## src/rtl/rpn_stack_alu.sv

```systemverilog
// RPN calculator front-end driving an external 16x8 stack (push/pop strobes, top-of-stack read port).
// Optional macro RPN_SAT_EN: ADD saturates at 0xFF and SUB clamps at 0x00 instead of wrapping.
module rpn_stack_alu (
    input  logic       clock,
    input  logic       reset,
    input  logic       cmd_valid,
    output logic       cmd_ready,
    input  logic [2:0] cmd_op,
    input  logic [7:0] cmd_data,
    output logic       res_valid,
    output logic [7:0] res_data,
    output logic       err,
    output logic [4:0] depth,
    output logic       stk_push,
    output logic       stk_pop,
    output logic [7:0] stk_wdata,
    input  logic [7:0] stk_rdata,
    output logic [1:0] dbg_state
);

    // Handshake: a command transfers on a rising edge where cmd_valid && cmd_ready;
    // cmd_ready is high only in IDLE, and cmd_op/cmd_data are sampled only on that edge.

    localparam logic [2:0] OP_PUSH = 3'b000;
    localparam logic [2:0] OP_ADD  = 3'b001;
    localparam logic [2:0] OP_SUB  = 3'b010;
    localparam logic [2:0] OP_AND  = 3'b011;
    localparam logic [2:0] OP_OR   = 3'b100;
    localparam logic [2:0] OP_XOR  = 3'b101;
    localparam logic [2:0] OP_DUP  = 3'b110;
    localparam logic [2:0] OP_POP  = 3'b111;

    localparam logic [4:0] DEPTH_MAX = 5'd16;

    typedef enum logic [1:0] {
        IDLE  = 2'd0,
        POP_A = 2'd1,
        POP_B = 2'd2,
        WR    = 2'd3
    } state_t;

    state_t     state;
    logic [2:0] op_r;
    logic [7:0] opa;
    logic       legal;

    assign dbg_state = state;

    // Result is b op a, where b is the deeper operand and a was the top.
    function automatic logic [7:0] alu(input logic [2:0] op, input logic [7:0] b, input logic [7:0] a);
`ifdef RPN_SAT_EN
        logic [8:0] sum;
        logic [8:0] diff;
        sum  = {1'b0, b} + {1'b0, a};
        diff = {1'b0, b} - {1'b0, a};
`endif
        case (op)
`ifdef RPN_SAT_EN
            OP_ADD:  alu = sum[8] ? 8'hFF : sum[7:0];
            OP_SUB:  alu = diff[8] ? 8'h00 : diff[7:0];
`else
            OP_ADD:  alu = b + a;
            OP_SUB:  alu = b - a;
`endif
            OP_AND:  alu = b & a;
            OP_OR:   alu = b | a;
            OP_XOR:  alu = b ^ a;
            default: alu = 8'h00;
        endcase
    endfunction

    always_comb begin
        legal = 1'b0;
        case (cmd_op)
            OP_PUSH, OP_DUP: legal = (depth != DEPTH_MAX);
            OP_POP:          legal = (depth != 5'd0);
            default:         legal = (depth >= 5'd2);
        endcase
    end

    // Strobes are registered on the transition into the state that owns them,
    // so each is high exactly while the FSM sits in POP_A/POP_B/WR.
    always_ff @(posedge clock or negedge reset) begin
        if (!reset) begin
            state     <= IDLE;
            op_r      <= 3'd0;
            opa       <= 8'h00;
            depth     <= 5'd0;
            cmd_ready <= 1'b0;
            res_valid <= 1'b0;
            res_data  <= 8'h00;
            err       <= 1'b0;
            stk_push  <= 1'b0;
            stk_pop   <= 1'b0;
            stk_wdata <= 8'h00;
        end else begin
            res_valid <= 1'b0;
            err       <= 1'b0;
            stk_push  <= 1'b0;
            stk_pop   <= 1'b0;
            case (state)
                IDLE: begin
                    cmd_ready <= 1'b1;
                    if (cmd_valid && cmd_ready) begin
                        op_r <= cmd_op;
                        if (!legal) begin
                            err <= 1'b1;
                        end else begin
                            cmd_ready <= 1'b0;
                            case (cmd_op)
                                OP_PUSH: begin
                                    stk_wdata <= cmd_data;
                                    stk_push  <= 1'b1;
                                    state     <= WR;
                                end
                                OP_DUP: begin
                                    stk_wdata <= stk_rdata;
                                    stk_push  <= 1'b1;
                                    state     <= WR;
                                end
                                OP_POP: begin
                                    res_data  <= stk_rdata;
                                    res_valid <= 1'b1;
                                    stk_pop   <= 1'b1;
                                    state     <= POP_A;
                                end
                                default: begin
                                    stk_pop <= 1'b1;
                                    state   <= POP_A;
                                end
                            endcase
                        end
                    end
                end
                POP_A: begin
                    depth <= depth - 5'd1;
                    if (op_r == OP_POP) begin
                        cmd_ready <= 1'b1;
                        state     <= IDLE;
                    end else begin
                        opa     <= stk_rdata;
                        stk_pop <= 1'b1;
                        state   <= POP_B;
                    end
                end
                POP_B: begin
                    // stk_rdata now shows the element below the one taken in POP_A.
                    depth     <= depth - 5'd1;
                    stk_wdata <= alu(op_r, stk_rdata, opa);
                    res_data  <= alu(op_r, stk_rdata, opa);
                    res_valid <= 1'b1;
                    stk_push  <= 1'b1;
                    state     <= WR;
                end
                WR: begin
                    depth     <= depth + 5'd1;
                    cmd_ready <= 1'b1;
                    state     <= IDLE;
                end
                default: state <= IDLE;
            endcase
        end
    end

endmodule
```

## config.mk

```make
export PLATFORM = sky130hd
export DESIGN_NAME = rpn_stack_alu
export DESIGN_NICKNAME = d
export VERILOG_FILES = /design/src/rtl/rpn_stack_alu.sv
export SDC_FILE = /design/constraint.sdc
export NUM_CORES = 1
export LEC_CHECK = 0
export CAP_MARGIN = 5
export CORE_MARGIN = 3
export CORE_UTILIZATION = 30
export CTS_CLUSTER_DIAMETER = 80
export DETAILED_ROUTE_END_ITERATION = 7
export GPL_ROUTABILITY_DRIVEN = 0
export HOLD_SLACK_MARGIN = 0.1
export PLACE_DENSITY = 0.57
export SYNTH_ARGS = -nofsm -noshare
export SYNTH_HDL_FRONTEND = slang
export SYNTH_SLANG_ARGS = --single-unit
```

## constraint.sdc

```tcl
create_clock -name clock -period 2.7 [get_ports clock]
set_input_delay 0.54 -clock clock [delete_from_list [all_inputs] [get_ports clock]]
set_output_delay 0.54 -clock clock [all_outputs]
set_load 0.005 [all_outputs]
```

==> results.tsv <==
stage	metric	value	unit
outcome	status	finished clean	
sta	clock.fmax	396.6	MHz
layout	num-nets-final	450	
worst_setup_path	critical_path_class	reg -> reg	
pwr	intPower	2745	uW
route	firstDrtPassIters	4	
pwr	p_seq_share	24.3	%
pwr	combPwrFrac	63.5	%
synth	ys_ff_latch	39	
sta	fin_crit	2.522	ns
route	routed_wl	7.715	mm
cts	cts_buffers	5	
sta	fin_crit_sh	93.39	%
layout	diodes	0	
floorplanning	die_w	103.6	microns
synth	ys.flop_type	dfrtp_1	
placement	dp_cells	518	
pwr	p_leak	0.001661	uW
pwr	ir_worst_vdd	0.3362	mV
floorplanning	ios	50	
cts	clk_latency	0.29	ns
cts	cts_hold_buf	0	
synth	synth_enable_flop_cells	0	
global_route	grt_pass1_vias	2525	
route	via_per_inst	4.838	
cts	root_buffer	clkbuf_8	
worst_setup_path	start_kind	flop	
synth	synth_cell_types	53	
synth	synth_top_area_share	34.18	%
synth	synth_compound_area_share	20.29	%
synth	synth_mux_area_share	2.980	%
layout	multiInputGateArea	1697	sq um
sta	timing.hold.ws	0.3715	ns
layout	instances_no_fill	526	
floorplanning	rows	34	
synth	syn-instance-count	334	
sta	setup_tns	0	ns
synth	seq_area_frac_synth	34.18	%
worst_setup_path	critPathMaxFanout	5	
layout	drive_above_1_share	12.00	%
sta	finalHoldViolations	0	
worst_setup_path	crit_required	2.91	ns
route	antenna_left	0	
pwr	sw_frac_of_total	42.67	%
synth	postSynthAreaPerCell	8.549	sq um
synth	async_reset_ff_share	100.0	%
global_route	track_usage	14.96	%
worst_setup_path	regToRegSetupSlack	0.18	ns
cts	clkTransAtPathRegs	0.08	ns
synth	synth_area_leaders	dfrtp_1 34%, ha_1 12%, o21ai_0 6.5%	
synth	synth_area	2855	sq um
worst_setup_path	r2r_cells	10	
floorplanning	fp.dieArea	10720	sq um
cts	cts.path.max_buffers	2	
route	route.vias.total	2545	
worst_setup_path	end_kind	flop	
route	post_drt_wl_per_cell	14.67	microns
synth	synth_simple_gate_area_share	18.45	%
pwr	p_clk_share	12.2	%
layout	syn2layout_area_growth	30.37	%
synth	synth_warnings	0	
layout	finalInstanceArea	3722	sq um
synth	synthAdderAreaFrac	13.23	%
route	drt_iter0_markers	251	
global_route	grt_overflow	0	
synth	synth-xor-area-share	4.294	%
floorplanning	core-area	8976	sq um
run	maxCapViolCount	0	
worst_setup_path	crit_arrival	2.73	ns
worst_setup_path	timing.rr.end	stk_wdata[4]$_DFFE_PN0P_	
synth	synth_top_family_by_area	compound AO/OA/AOI/OAI gates	
placement	numPortBuffers	49	
cts	htree_num_levels	2	
cts	cts_tree	yes	
route	drc	0	
cts	clock-sinks	39	
placement	hpwl	5.968	mm
placement	postPlaceCellArea	3585	sq um
floorplanning	initial_utilization	31.81	%
pwr	pwr_density_cell	1286	nW/um^2
synth	syn_nets	385	
floorplanning	die_h	103.6	microns
pwr	power	4788	uW
sta	relSlewSlack	39.49	%
sta	tightest_slew	0.9076	ns
global_route	grt_max_degree	40	
sta	maxSlewViolCount	0	
layout	fillers	917	
global_route	antenna_found_initial	0	
pwr	p_switching	2043	uW
layout	seq_area	975.9	sq um
sta	skew	0.01056	ns
global_route	grt_pass1_wl	13.21	mm
worst_setup_path	worstReg2RegStart	opa[1]$_DFFE_PN0P_	
synth	synth_top_area_cell	dfrtp_1	
worst_hold_path	hold_class	in -> async	
sta	grt_setup_unrepaired	false	
sta	setup-violations-final	0	
cells in the mapped netlist (2+ instances only):
library cell and count:
a41oi_1 2, a211o_1 2, o21ai_0 37, buf_6 2, o22ai_1 3, nor3_1 5, clkbuf_1 7, fa_1 2
a22oi_1 6, nand2_1 44, mux2_2 4, dfrtp_1 39, nor2b_1 7, nand3_1 6, a21o_1 2, nand4_1 2
nand3b_1 2, ha_1 27, o211ai_1 3, inv_1 23, mux2i_1 4, clkbuf_8 2, a21oi_1 19, a31oi_1 7
buf_2 5, o31ai_1 2, xnor2_1 11, xor2_1 3, nand2b_1 3, nor2_1 30
placed cells by master, fill, tap and decap left out, drive strengths merged, types with 6 or more instances in the layout:
| cell | Yosys | layout |
|---|---|---|
| clkdlybuf4s50 | 0 | 48 |
| nand2 | 44 | 44 |
| dfrtp | 39 | 39 |
| o21ai | 37 | 37 |
| nor2 | 31 | 31 |
| ha | 27 | 27 |
| buf | 7 | 26 |
| inv | 23 | 23 |
| a21oi | 19 | 19 |
| xnor2 | 11 | 11 |
| a31oi | 7 | 7 |
| nor2b | 7 | 7 |
| nand3 | 6 | 6 |
| a22oi | 6 | 6 |
| clkbuf | 9 | 6 |
what timing repair did:
| item | 4_1_cts | 5_1_grt |
|---|---|---|
| buffers inserted | 0 | 0 |
| gates resized for setup | 0 | 1 |
| endpoints found under the setup margin | 0 | 3 |
critical path, cell delays in order, from the launching register on:
cell and delay [ns]:
dfrtp_1 0.41, inv_1 0.09, ha_1 0.27, mux2_2 0.30, fa_1 0.44, nor2b_1 0.13, o21ai_0 0.13, nor3b_1 0.18
o31ai_1 0.22, nand2_1 0.10, a31oi_1 0.18
worst max-delay path by stage:
stage	startpoint	end	slack, ns	cells after the start
final	opa[1]$_DFFE_PN0P_	stk_wdata[4]$_DFFE_PN0P_	0.18	10
after global placement	stk_rdata[0]	stk_wdata[4]$_DFFE_PN0P_	-0.01	10
after floorplan	op_r[2]$_DFFE_PN0P_	res_data[7]$_DFFE_PN0P_	0.06	11
after detailed placement	stk_rdata[0]	stk_wdata[4]$_DFFE_PN0P_	-0.06	10
after CTS	opa[1]$_DFFE_PN0P_	res_data[7]$_DFFE_PN0P_	0.09	11
after global routing	opa[0]$_DFFE_PN0P_	res_data[5]$_DFFE_PN0P_	0.02	12
metrics by stage:
| stage | setup WS (ns) | utilization, % |
|---|---|---|
| 2_1_floorplan | 0.05703 | - |
| 3_5_place_dp | -0.05937 | 39.94 |
| 6_report | 0.1785 | 41.47 |
| 4_1_cts | 0.09363 | 41.41 |
| 3_3_place_gp | -0.01057 | 39.94 |
| 5_1_grt | 0.01590 | 41.47 |
power groups by stage:
stage	Combinational, uW	Sequential (uW)	Clock, uW
after CTS	3030	1170	601
after floorplan	2040	1120	0
after global routing	3430	1220	625
final	3040	1160	585
after detailed placement	3000	1190	0
after global placement	2960	1170	0
flip-flops by register name, indices dropped and copies added, names as in the netlist, 2 cells and up:
name       cells
res_data       8
stk_wdata      8
dbg_state      2
op_r           3
opa            8
depth          5
per-layer routing:
| metal | share of wire, % | vias to the layer above | GRT usage (%) |
|---|---|---|---|
| met5 | 0 | - | 0 |
| met4 | 1.0 | 0 | 3.514 |
| met3 | 4.9 | 4 | 2.861 |
| met2 | 46 | 55 | 23.79 |
| met1 | 48 | 1191 | 21.06 |
| li1 | - | 1295 | - |
cell families (layout without fill, tap and decap cells):
| logic type | count (synthesis) | count (layout) |
|---|---|---|
| flops | 39 | 39 |
| xor+xnor | 14 | 14 |
| compound gates | 94 | 94 |
| fa+ha+maj | 29 | 29 |
| simple gates | 111 | 111 |
| mux | 8 | 8 |
| buf+inv | 39 | 105 |
final cells by class:
class                      instances  share of cell area (%)
clock buffer                       6                   1.950
sequential                        39                   26.22
timing repair buffer              74                   18.08
inverter                          23                   2.319
clock inverter                     2                   1.613
tap                              126                   4.235
multi-input combinational        256                   45.58
(Power assumes the default switching activity.)
